--- config.mk ---
export PLATFORM = sky130hd
export DESIGN_NAME = bcd_seg_display_seq
export DESIGN_NICKNAME = d
export VERILOG_FILES = /design/src/rtl/bcd_seg_display_seq_pkg.sv /design/src/rtl/bcd_seg_display_seq_sevenseg.sv /design/src/rtl/bcd_seg_display_seq.sv
export SDC_FILE = /design/constraint.sdc
export NUM_CORES = 1
export LEC_CHECK = 0
export BUFFER_PORTS_ARGS = -buffer_cell sky130_fd_sc_hd__clkbuf_2
export CORE_ASPECT_RATIO = 1.5
export CORE_MARGIN = 8
export CORE_UTILIZATION = 65
export CTS_CLUSTER_SIZE = 25
export DETAILED_ROUTE_END_ITERATION = 8
export GPL_ROUTABILITY_DRIVEN = 0
export PLACE_DENSITY = 0.9
export RECOVER_POWER = 50
export SYNTH_ARGS = -nofsm -noshare
export SYNTH_HDL_FRONTEND = slang
export SYNTH_SLANG_ARGS = --single-unit
--- constraint.sdc ---
create_clock -name clk -period 4.65 [get_ports clk]
set_input_delay 0.93 -clock clk [delete_from_list [all_inputs] [get_ports clk]]
set_output_delay 0.93 -clock clk [all_outputs]
set_load 0.05 [all_outputs]
--- src/rtl/bcd_seg_display_seq_pkg.sv ---
// Shared types and constants for the sequential binary-to-7-segment display path.
package bcd_seg_display_seq_pkg;

    typedef enum logic [1:0] {
        ST_IDLE  = 2'd0,
        ST_SHIFT = 2'd1,
        ST_DONE  = 2'd2
    } state_t;

    localparam int unsigned NIB_W = 4;
    localparam logic [6:0] BLANK_PAT_DEF = 7'h7F;

    // Decimal digits needed to hold any W-bit unsigned value: floor(W*log10(2))+1.
    function automatic int unsigned calc_ni(input int unsigned w);
        return (w * 30103) / 100000 + 1;
    endfunction

endpackage

--- src/rtl/bcd_seg_display_seq_sevenseg.sv ---
// Nibble (0..F) to active-low 7-segment pattern, bit order {g,f,e,d,c,b,a}.
module bcd_seg_display_seq_sevenseg (
    input  logic [3:0] nib,
    output logic [6:0] seg_c
);

    // Pattern lookup
    always_comb begin
        seg_c = 7'h7F;
        case (nib)
            4'h0: seg_c = 7'h40;
            4'h1: seg_c = 7'h79;
            4'h2: seg_c = 7'h24;
            4'h3: seg_c = 7'h30;
            4'h4: seg_c = 7'h19;
            4'h5: seg_c = 7'h12;
            4'h6: seg_c = 7'h02;
            4'h7: seg_c = 7'h78;
            4'h8: seg_c = 7'h00;
            4'h9: seg_c = 7'h10;
            4'hA: seg_c = 7'h08;
            4'hB: seg_c = 7'h03;
            4'hC: seg_c = 7'h46;
            4'hD: seg_c = 7'h21;
            4'hE: seg_c = 7'h06;
            4'hF: seg_c = 7'h0E;
            default: seg_c = 7'h7F;
        endcase
    end

endmodule

--- src/rtl/bcd_seg_display_seq.sv ---
// Sequential binary-to-display converter: double-dabble decimal or direct hex,
// held digits with overflow flag, leading-zero blanking, one 7-seg per digit.
module bcd_seg_display_seq
    import bcd_seg_display_seq_pkg::*;
#(
    parameter int unsigned W         = 32,
    parameter int unsigned DIGITS    = 6,
    parameter logic [6:0]  BLANK_PAT = BLANK_PAT_DEF
) (
    input  logic                  clk,
    input  logic                  rst,
    input  logic                  start,
    input  logic [W-1:0]          value,
    input  logic                  hex_mode,
    input  logic                  blank_lz,
    output logic                  busy,
    output logic                  done,
    output logic                  overflow,
    output logic [7*DIGITS-1:0]   seg
);

    localparam int unsigned NI    = calc_ni(W);
    localparam int unsigned NX    = (NI > DIGITS) ? NI : DIGITS;
    localparam int unsigned CNT_W = $clog2(W + 1);
    localparam int unsigned HEX_W = 64;
    localparam int unsigned DIG_W = NIB_W * DIGITS;

    state_t                 state;
    logic [CNT_W-1:0]       cnt;
    logic [W-1:0]           sh;
    logic [NIB_W*NI-1:0]    bcd;
    logic                   hex_q;
    logic [DIG_W-1:0]       digits;

    logic [NIB_W*NI-1:0]    bcd_adj;
    logic [NIB_W*NI-1:0]    bcd_nxt;
    logic [W-1:0]           sh_nxt;
    logic [NIB_W*NX-1:0]    dec_ext;
    logic [HEX_W-1:0]       hex_ext;
    logic                   dec_ovf;
    logic                   hex_ovf;
    logic [DIGITS-1:0]      blank_c;

    // One double-dabble step: add-3 on nibbles >= 5, then shift {bcd,sh} left
    always_comb begin
        bcd_adj = bcd;
        for (int i = 0; i < int'(NI); i++) begin
            if (bcd[NIB_W*i +: NIB_W] >= 4'd5)
                bcd_adj[NIB_W*i +: NIB_W] = bcd[NIB_W*i +: NIB_W] + 4'd3;
        end
        {bcd_nxt, sh_nxt} = {bcd_adj, sh} << 1;
    end

    assign dec_ext = (NIB_W*NX)'(bcd_nxt);
    assign hex_ext = HEX_W'(sh);
    assign dec_ovf = |(dec_ext >> DIG_W);
    assign hex_ovf = |(hex_ext >> DIG_W);

    // Control FSM, shift datapath and held display registers
    always_ff @(posedge clk) begin
        if (rst) begin
            state    <= ST_IDLE;
            cnt      <= '0;
            sh       <= '0;
            bcd      <= '0;
            hex_q    <= 1'b0;
            digits   <= '0;
            busy     <= 1'b0;
            done     <= 1'b0;
            overflow <= 1'b0;
        end else begin
            done <= 1'b0;
            case (state)
                ST_IDLE, ST_DONE: begin
                    busy  <= 1'b0;
                    state <= ST_IDLE;
                    if (start) begin
                        sh    <= value;
                        hex_q <= hex_mode;
                        bcd   <= '0;
                        cnt   <= CNT_W'(W);
                        busy  <= 1'b1;
                        state <= ST_SHIFT;
                    end
                end
                ST_SHIFT: begin
                    if (hex_q) begin
                        digits   <= hex_ext[DIG_W-1:0];
                        overflow <= hex_ovf;
                        busy     <= 1'b0;
                        done     <= 1'b1;
                        state    <= ST_DONE;
                    end else begin
                        bcd <= bcd_nxt;
                        sh  <= sh_nxt;
                        cnt <= cnt - CNT_W'(1);
                        if (cnt == CNT_W'(1)) begin
                            digits   <= dec_ext[DIG_W-1:0];
                            overflow <= dec_ovf;
                            busy     <= 1'b0;
                            done     <= 1'b1;
                            state    <= ST_DONE;
                        end
                    end
                end
                default: begin
                    busy  <= 1'b0;
                    state <= ST_IDLE;
                end
            endcase
        end
    end

    // Leading-zero blank flags: digit i blanked when it and all higher digits are zero
    always_comb begin
        logic run;
        run     = 1'b1;
        blank_c = '0;
        for (int i = int'(DIGITS) - 1; i >= 0; i--) begin
            run        = run & (digits[NIB_W*i +: NIB_W] == 4'd0);
            blank_c[i] = blank_lz & run & (i != 0);
        end
    end

    // Per-digit decoder with blanking mux
    for (genvar i = 0; i < int'(DIGITS); i++) begin : g_dig
        logic [6:0] pat_c;
        bcd_seg_display_seq_sevenseg u_sevenseg (
            .nib   (digits[NIB_W*i +: NIB_W]),
            .seg_c (pat_c)
        );
        assign seg[7*i +: 7] = blank_c[i] ? BLANK_PAT : pat_c;
    end

endmodule

# ---- After elaboration in Yosys (flattened, before gate mapping)
# Memory sizes are Yosys's and may differ from the RTL's. A register that Yosys moved wholly into a read port is not among the register bits.
# Cells that the tools add are included.
dict set report op_classes {
  mux 50
  n_reduce_logical 15
  n_eq_ne 6
  div 0
  n_addsub 11
  mul 0
  bitwise 10
  n_shift 0
  n_lt_le_gt_ge 10
}
# cell n
set op_table {}
lappend op_table {{2-to-1 mux 4 bit} 21}
lappend op_table {{2-to-1 mux 40 bit} 2}
lappend op_table {{case mux 40 bit (2 select lines)} 1}
lappend op_table {{2-to-1 mux 32 bit} 2}
lappend op_table {{case mux 32 bit (2 select lines)} 1}
lappend op_table {{2-to-1 mux 24 bit} 2}
lappend op_table {{greater-or-equal comparator 4 x 3 -> 1 bit (second input constant)} 10}
lappend op_table {{adder 4 x 2 -> 4 bit (second input constant)} 9}
lappend op_table {{2-to-1 mux 7 bit} 5}
lappend op_table {{zero test 4 bit} 5}
lappend op_table {{OR reduction 16 bit} 1}
lappend op_table {{2-to-1 mux 6 bit} 2}
lappend op_table {{case mux 6 bit (2 select lines)} 1}
lappend op_table {{AND 1 bit} 9}
lappend op_table {{2-to-1 mux 1 bit} 8}
lappend op_table {{OR reduction 8 bit} 1}
lappend op_table {{== test 6 x 1 -> 1 bit (second input constant)} 1}
lappend op_table {{subtractor 6 x 1 -> 6 bit (second input constant)} 1}
lappend op_table {{2-to-1 mux 2 bit} 2}
lappend op_table {{!= test 2 bit (second input constant)} 2}
lappend op_table {{case mux 2 bit (2 select lines)} 1}
lappend op_table {{AND reduction 2 bit} 2}
lappend op_table {{nonzero test 2 bit} 2}
lappend op_table {{OR reduction 2 bit} 2}
lappend op_table {{9 further kinds} 9}
dict set report totals {
  register_bits 108
  out_inout_bits 45
  mem_bits_ro 672
  ramBits 0
  latchBits 0
  n_memories 6
  input_bits 37
  wordCells 117
}
# name depth word_bits read_ports rd_clocked_by_memory_dff write_ports line_no
set mem_list {}
lappend mem_list {{(no name shown)} 16 7 1 1 0 bcd_seg_display_seq_sevenseg.sv:10} ;# case (nib)
lappend mem_list {{(no name shown)} 16 7 1 1 0 bcd_seg_display_seq_sevenseg.sv:10}
lappend mem_list {{(no name shown)} 16 7 1 1 0 bcd_seg_display_seq_sevenseg.sv:10}
lappend mem_list {{(no name shown)} 16 7 1 1 0 bcd_seg_display_seq_sevenseg.sv:10}
lappend mem_list {{(no name shown)} 16 7 1 1 0 bcd_seg_display_seq_sevenseg.sv:10}
lappend mem_list {{(no name shown)} 16 7 1 1 0 bcd_seg_display_seq_sevenseg.sv:10}

# ---- Longest topological paths before layout
# Gate-level depths: netlist of the first run.
dict set report depth {
  ltp_word 7
  depth_mapped 12
  mapped_depth_nobuf 12
}

# ---- Cells and area by module
# Synthesis of the first run repeated with hierarchy kept, for this count alone.
dict set report unflattened {
  hier_cells 897
  area_unflattened_um2 7414.6
}
# module area_per_inst_um2 n_inst seq_area_each_um2 cells_each
set by_module_without_submodules {}
lappend by_module_without_submodules {bcd_seg_display_seq 5763.0 1 2162.1 705}
lappend by_module_without_submodules {bcd_seg_display_seq_sevenseg 275.3 6 0.0 32}

# ---- Worst setup path before layout of the first run
# No wires, ideal clock.
dict set report synth_path {
  kind {in2reg}
  from {input port rst}
  to {register, netlist name g_dig[3].u_sevenseg.seg_c[1]}
  n_path_buf 4
  t_arrival_ns 3.174
  setup_ns 0.062
  slack_ns 1.414
  required_time_ns 4.588
  stages 9
  path_cell_list {clkbuf_1 clkbuf_1 clkbuf_1 clkbuf_1 nor2_1 inv_1 ha_1 or3b_2 nand3_1}
}
dict set report synth_via {
  elab_chain_len 1
}
# element line_no
set synth_rtl {}
lappend synth_rtl {{from (decl)} bcd_seg_display_seq.sv:11} ;# input logic rst,
lappend synth_rtl {{2-to-1 mux 4 bit (no source line)} n/a}
# No other way between the ends.
# A chain may end at the register's enable or synchronous reset.

# ---- Worst setup path after layout of the first run
dict set report layout_path {
  from {register cnt[2]}
  to {register, netlist name g_dig[5].u_sevenseg.seg_c[0]}
}
dict set report layout_via {
  elab_chain_len 5
}
# element line_no
set layout_rtl {}
lappend layout_rtl {{from (decl)} bcd_seg_display_seq.sv:29} ;# logic [CNT_W-1:0] cnt;
lappend layout_rtl {{from (signal assigned)} bcd_seg_display_seq.sv:81} ;# cnt <= CNT_W'(W);
lappend layout_rtl {{from (signal assigned)} bcd_seg_display_seq.sv:96} ;# cnt <= cnt - CNT_W'(1);
lappend layout_rtl {{== test 6 x 1 -> 1 bit} bcd_seg_display_seq.sv:97} ;# if (cnt == CNT_W'(1)) begin
lappend layout_rtl {{nonzero test 2 bit (no source line)} n/a}
lappend layout_rtl {{AND reduction 2 bit (no source line)} n/a}
lappend layout_rtl {{2-to-1 mux 4 bit (no source line) (2 in a row)} n/a}
# No other way between the ends.

==> results_dict.tcl, run 1 <==
set metrics [dict create \
    syn_avg_cell_area_sq_um 8.48 \
    dieArea_sq_um 17100 \
    critPathLaunchType "flip-flop" \
    synth_top_flop_cell "dfxtp_1" \
    io_pins 82 \
    syn2layout_area_growth_pct 11.3 \
    finish.utilization_pct 73.4 \
    synth.distinct_cells 72 \
    p_comb_share_pct 22.9 \
    fmax_mhz 263 \
    path_delay_family "simple AND/OR/NAND/NOR gates" \
    drtAntennaViolNets 0 \
    fin_crit_sh_pct 81.9 \
    synth-warning-count 0 \
    hold_violations 0 \
    grt_max_degree 71 \
    p_leak_nw 3.72 \
    viasPerCell 6.34 \
    post_cts_buffers 0 \
    cts-resized-gates 0 \
    cts_tree "done" \
    drt_iter0_drc 688 \
    htree_levels 4 \
    ys_seq_area_share_pct 35.3 \
    status "finished, violations left" \
    min-delay-start "bcd[37]" \
    finalSetupTns_ns 0 \
    timing.max_cap.violations 4 \
    powerDensity_nw_per_um2 389 \
    gr-total-overflow 0 \
    ys_seq_elements 150 \
    ctsLongestPathBuffers 2 \
    setup_viol 0 \
    cp_max_fo 13 \
    r2r_slack_ns 0.84 \
    cp.arrival_ns 4.11 \
    crit_buf_inv 1 \
    drv_slew 118 \
    violations "capacitance limit, slew limit" \
    worst_ep_required_time_ns 4.95 \
    crit_chain "nor4_4 -> a21oi_1 -> nor2_1 -> nor2_1 -> a211oi_1 -> inv_1 -> ha_1 -> mux2_2 -> a211o_1" \
    cpPeakStageDelay_ns 0.82 \
    syn_area_sq_um 8510 \
    finClkSkew_ns 0.0127 \
    p_sw_w 0.00126 \
    drc_errors 0 \
    slowest_stage "nor2_1" \
    multi_input_area_sq_um 4970 \
    cpMostUsedCell "nor2_1" \
    rsz0062_at_grt "false" \
    p_clk_share_pct 38.3 \
    die_w_microns 109 \
    min_path_type "flip-flop to flip-flop" \
    cts_buffers 17 \
    antenna_found_initial 0 \
    critical_path_class "flip-flop to flip-flop" \
    hold_depth 2 \
    die_h_microns 156 \
    grt_pass1_wl_mm 37.0 \
    clk_pin_slew_ns 0.06 \
    max_slew.worst_pin.slew_ns 2.32 \
    hpwl_mm 15.6 \
    cts-root-buf "clkbuf_16" \
    reg2reg_from "cnt[2]" \
    whs_ns 0.461 \
    grt_pass1_vias 7622 \
    routed_wl_mm 23.3 \
    clock_latency_ns 0.43 \
    drt-pass1-iter-count 7 \
    swShare_pct 34.3 \
    critPathCaptureType "flip-flop" \
    seqPwrFrac_pct 38.8 \
    ir_worst_vdd_mv 0.270 \
    num_vias 7792 \
    r2r_cells 9 \
    async_flop_share_pct 0 \
    ctsHoldBuffers 0 \
    fin_crit_ns 3.81 \
    cts_sinks 150 \
    place.port_buffers 81 \
    fillCellCount 927 \
    syn_inst 1003 \
    antenna_cells 0 \
    register_area_sq_um 3000 \
    relSlewSlack_pct -54.9 \
    grtUsageTotal_pct 27.1 \
    whs_endpoint "bcd[37]" \
    coreArea_sq_um 12900 \
    layout-drive-gt1-share_pct 16.1 \
    p_int_w 0.00242 \
    wl_per_cell_microns 18.9 \
    initial_utilization_pct 66.0 \
    syn-num-nets 1098 \
    regToRegEndpoint "g_dig[5].u_sevenseg.seg_c[0]" \
    synth_edf_count 0 \
    row_count 51 \
    fin_nets 1152 \
]
## synthesized netlist by cell type (7+ instances only)
cell type / n / share of area, %
dfxtp_1: 150 / 35
nand2_1: 100 / 4.4
nor2_1: 85 / 3.8
ha_1: 58 / 8.5
inv_1: 58 / 2.6
a21oi_1: 53 / 3.1
mux2i_1: 47 / 5.5
clkbuf_1: 43 / 1.9
or2_2: 38 / 2.8
a311oi_1: 33 / 3.4
nand3_1: 32 / 1.9
o21ai_0: 25 / 1.5
and2_1: 20 / 1.5
nand2b_1: 18 / 1.3
a31oi_1: 15 / 1.1
nor2b_1: 14 / 1.0
nor3b_1: 14 / 1.2
o32ai_1: 12 / 1.2
nor3_1: 10 / 0.59
o22ai_1: 10 / 0.74
o31ai_1: 10 / 0.88
xnor2_1: 10 / 1.0
a222oi_1: 9 / 1.1
a32oi_1: 9 / 0.93
nor4_1: 9 / 0.66
a211o_1: 7 / 0.72
o211ai_1: 7 / 0.62
## power by group through the flow
stage                     clock [W]  combinational [W]  sequential (W)
after global routing        0.00147           0.000900         0.00144
final                       0.00141           0.000844         0.00143
after CTS                   0.00141           0.000856         0.00143
after global placement            0           0.000831         0.00145
after detailed placement          0           0.000846         0.00145
after floorplan                   0           0.000643         0.00145
## stage by stage
stage	area, sq um	worst slack (ns)	power, W	cells
after global placement	8970	1.39	0.00228	1197
final	9460	0.843	0.00369	1229
after detailed placement	8970	1.23	0.00230	1197
after global routing	9460	0.595	0.00380	1229
after CTS	9570	1.15	0.00369	1229
after floorplan	8510	1.41	0.00209	1003
## per-layer routing
| layer | vias to the layer above | wire, microns | global-route usage, % |
|---|---|---|---|
| li1 | 3690 | - | - |
| met1 | 3636 | 8400 | 27.3 |
| met2 | 362 | 11900 | 47.6 |
| met3 | 104 | 1540 | 6.12 |
| met4 | 0 | 1390 | 18.9 |
| met5 | - | 0 | 0 |
## sequential cells by signal, indices dropped and copies added (netlist names)
register and cells:
overflow 1, done 1, bcd 40, g_dig.u_sevenseg.seg_c 42, cnt 6, digits 24, sh 32, hex_q 1
busy 1, state 2
## layout make-up
class | count | area share (%)
timing repair buffer | 93 | 4.97
clock buffer | 18 | 4.64
inverter | 59 | 2.34
sequential | 150 | 31.7
tap | 159 | 2.10
clock inverter | 14 | 1.75
multi-input combinational | 736 | 52.5
## worst register-to-register path, cell delays in order, from the launching register on
cell	delay [ns]
dfxtp_1	0.36
nor4_4	0.40
a21oi_1	0.15
nor2_1	0.82
nor2_1	0.15
a211oi_1	0.68
inv_1	0.19
ha_1	0.32
mux2_2	0.30
a211o_1	0.31
## cells by family after synthesis
kind of cell / count (synthesis) / share of synthesized area, %
AOI/OAI and AO/OA: 237 / 20.5
xor gates and xnor gates: 14 / 1.44
adders and majority gates: 58 / 8.53
buffers and inverters: 117 / 5.52
DFF: 150 / 35.3
muxes: 53 / 6.37
and+or+nand+nor: 374 / 22.4
## layout by cell type, fill, tap and decap left out, types with 5 or more instances in the layout
cell	count
nor4_1	9
nor2b_1	13
a222oi_1	9
buf_4	9
a311oi_1	33
xnor2_1	10
dfxtp_1	150
nand3_1	32
clkbuf_16	17
nor3b_1	14
ha_1	58
a32oi_1	9
a211oi_1	7
a211o_1	7
nand2b_1	18
nor3_1	11
nor2_1	86
a221oi_1	6
nand2_1	100
inv_6	5
inv_1	58
and3_1	6
or2_2	38
nand3b_1	5
o21ai_0	27
o31ai_1	12
mux2i_1	47
clkbuf_1	14
clkbuf_2	70
o32ai_1	12
o22ai_1	10
a31oi_1	15
a32o_1	5
and2_1	15
and2_0	5
o211ai_1	7
a21oi_1	57
## worst max-delay path by stage
stage                          start  depth (start not counted)  slack (ns)                            to
after global routing          cnt[2]                          9        0.59  g_dig[1].u_sevenseg.seg_c[0]
after floorplan                  rst                          9        1.41  g_dig[3].u_sevenseg.seg_c[1]
after detailed placement      cnt[2]                          9        1.23  g_dig[5].u_sevenseg.seg_c[0]
after CTS                 digits[16]                          6        1.15                        seg[7]
after global placement           rst                          7        1.39  g_dig[2].u_sevenseg.seg_c[0]
final                         cnt[2]                          9        0.84  g_dig[5].u_sevenseg.seg_c[0]
Power figures use the tool's default switching activity.
==> run 2: changes to the inputs <==
--- a/config.mk
+++ b/config.mk
@@ -8,11 +8,11 @@
 export BUFFER_PORTS_ARGS = -buffer_cell sky130_fd_sc_hd__clkbuf_2
 export CORE_ASPECT_RATIO = 1.5
 export CORE_MARGIN = 8
-export CORE_UTILIZATION = 65
+export CORE_UTILIZATION = 54
 export CTS_CLUSTER_SIZE = 25
 export DETAILED_ROUTE_END_ITERATION = 8
 export GPL_ROUTABILITY_DRIVEN = 0
-export PLACE_DENSITY = 0.9
+export PLACE_DENSITY = 0.81
 export RECOVER_POWER = 50
 export SYNTH_ARGS = -nofsm -noshare
 export SYNTH_HDL_FRONTEND = slang
==> constraint.sdc (replaced) <==
create_clock -name clk -period 3.4 [get_ports clk]
set_input_delay 0.68 -clock clk [delete_from_list [all_inputs] [get_ports clk]]
set_output_delay 0.68 -clock clk [all_outputs]
set_load 0.05 [all_outputs]
==> results_dict.tcl, run 2 (synthesis gave the netlist of run 1 again) <==
set metrics [dict create \
    antenna_found_initial 0 \
    drt_iter0_drc 637 \
    syn2layout_area_growth_pct 13.3 \
    rsz0062_at_grt "false" \
    critPathLaunchType "flip-flop" \
    fillCellCount 1338 \
    drc_errors 0 \
    wl_per_cell_microns 17.8 \
    reg2reg_from "bcd[4]" \
    drv_slew 43 \
    coreArea_sq_um 15600 \
    routed_wl_mm 22.9 \
    grt_max_degree 68 \
    grt_pass1_wl_mm 36.8 \
    fin_crit_sh_pct 92.7 \
    ctsLongestPathBuffers 2 \
    regToRegEndpoint "g_dig[1].u_sevenseg.seg_c[0]" \
    cpMostUsedCell "and3_2" \
    finalSetupTns_ns 0 \
    seqPwrFrac_pct 39.2 \
    cp_max_fo 8 \
    clk_pin_slew_ns 0.06 \
    cts_sinks 150 \
    ir_worst_vdd_mv 0.318 \
    cpPeakStageDelay_ns 0.42 \
    place.port_buffers 81 \
    violations "capacitance limit, slew limit" \
    slowest_stage "nor4_1" \
    swShare_pct 34.7 \
    cts_tree "done" \
    finClkSkew_ns 0.0115 \
    critical_path_class "flip-flop to output pin" \
    num_vias 7726 \
    critPathCaptureType "output pin" \
    fin_crit_ns 3.15 \
    min-delay-start "bcd[37]" \
    largest_reg_flops 42 \
    gr-total-overflow 0 \
    p_leak_nw 3.79 \
    relSlewSlack_pct -24.9 \
    cp.arrival_ns 2.47 \
    r2r_cells 9 \
    row_count 56 \
    fmax_mhz 317 \
    htree_levels 4 \
    p_sw_w 0.00174 \
    hpwl_mm 16.4 \
    p_comb_share_pct 23.3 \
    p_int_w 0.00327 \
    die_w_microns 118 \
    whs_ns 0.467 \
    min_path_type "flip-flop to flip-flop" \
    antenna_cells 0 \
    worst_ep_required_time_ns 2.72 \
    viasPerCell 6.00 \
    timing.max_cap.violations 1 \
    instances_no_fill 1287 \
    grt_pass1_vias 7533 \
    max_slew.worst_pin.slew_ns 1.87 \
    powerDensity_nw_per_um2 519 \
    dieArea_sq_um 20100 \
    r2r_slack_ns 0.28 \
    hold_depth 2 \
    initial_utilization_pct 54.7 \
    ctsHoldBuffers 0 \
    status "finished, violations left" \
    drt-pass1-iter-count 6 \
    drtAntennaViolNets 0 \
    die_h_microns 170 \
    p_clk_share_pct 37.5 \
    crit_chain "nor4_1 -> and3_2 -> and3_2 -> and2_1 -> or2_2 -> clkbuf_2" \
    dp_cells 1255 \
    cts-root-buf "clkbuf_16" \
    grtUsageTotal_pct 22.4 \
    io_pins 82 \
    setup_viol 0 \
    cts_buffers 17 \
    whs_endpoint "bcd[37]" \
    hold_violations 0 \
    clock_latency_ns 0.43 \
    fin_nets 1166 \
    final_cell_mix "dfxtp_1 (150), nand2_1 (101), nor2_1 (86), clkbuf_2 (72)" \
    layout-drive-gt1-share_pct 17.5 \
    mostFrequentLayoutCell "dfxtp_1" \
]
[run 2: cell types whose count changed in the layout (fill, tap and decap cells not counted), moves of 2 or more]
cell,previous run,this run
clkbuf_1,14,17
and3_2,1,3
buf_4,9,18
and3_1,6,4
o21ai_4,0,2
o21ai_0,27,24
clkbuf_2,70,72
[run 2: critical path: cells and delay by family (launching register included)]
family                 cells  cell delay, ns
buffers and inverters      1            0.26
DFF                        1            0.32
and+or+nand+nor            5            1.45
[run 2: through the flow]
step                power (W)  worst slack [ns]  utilization [%]  instance area [sq um]
finish                0.00501             0.250             62.0                   9640
global route          0.00519            0.0833             62.0                   9640
CTS                   0.00502            0.0622             62.6                   9730
detailed placement    0.00317             0.503             58.8                   9140
global placement      0.00315             0.556             58.8                   9140
floorplan             0.00286             0.414                -                   8510
[run 2: cell type report]
cell class	count	area, sq um	share of cell area, %
inverter	59	221	2.30
clock inverter	13	139	1.44
timing repair buffer	107	559	5.80
tap	203	254	2.64
multi-input combinational	736	5010	52.0
clock buffer	19	453	4.70
sequential	150	3000	31.2
[run 2: worst max-delay path by stage]
| stage | startpoint | slack, ns | cells past startpoint | end |
|---|---|---|---|---|
| after floorplan | rst | 0.41 | 9 | g_dig[3].u_sevenseg.seg_c[1] |
| after global placement | digits[16] | 0.56 | 6 | seg[9] |
| after detailed placement | digits[16] | 0.50 | 6 | seg[10] |
| after CTS | digits[16] | 0.06 | 6 | seg[10] |
| after global routing | state[0] | 0.08 | 7 | bcd[22] |
| final | digits[16] | 0.25 | 6 | seg[10] |
[run 2: repair_timing]
item                                    CTS  global route
endpoints found under the hold margin     0             0
endpoints found under the setup margin    0             7
resized for setup                         0             2
setup buffers                             0             0
[run 2: power by group through the flow]
stage	Combinational [W]	Clock, W	Sequential [W]
after floorplan	0.000879	0	0.00198
after global placement	0.00116	0	0.00199
after detailed placement	0.00118	0	0.00199
after CTS	0.00119	0.00188	0.00196
after global routing	0.00125	0.00196	0.00197
final	0.00117	0.00188	0.00196
[run 2: routing by layer]
metal	routed length (microns)	global-route usage, %	part of all wire, %	vias up
met5	0	0	0	-
met4	1160	14.9	5.1	0
met3	1300	4.86	5.7	70
met2	11900	40.7	52	259
met1	8530	22.8	37	3677
li1	-	-	-	3720
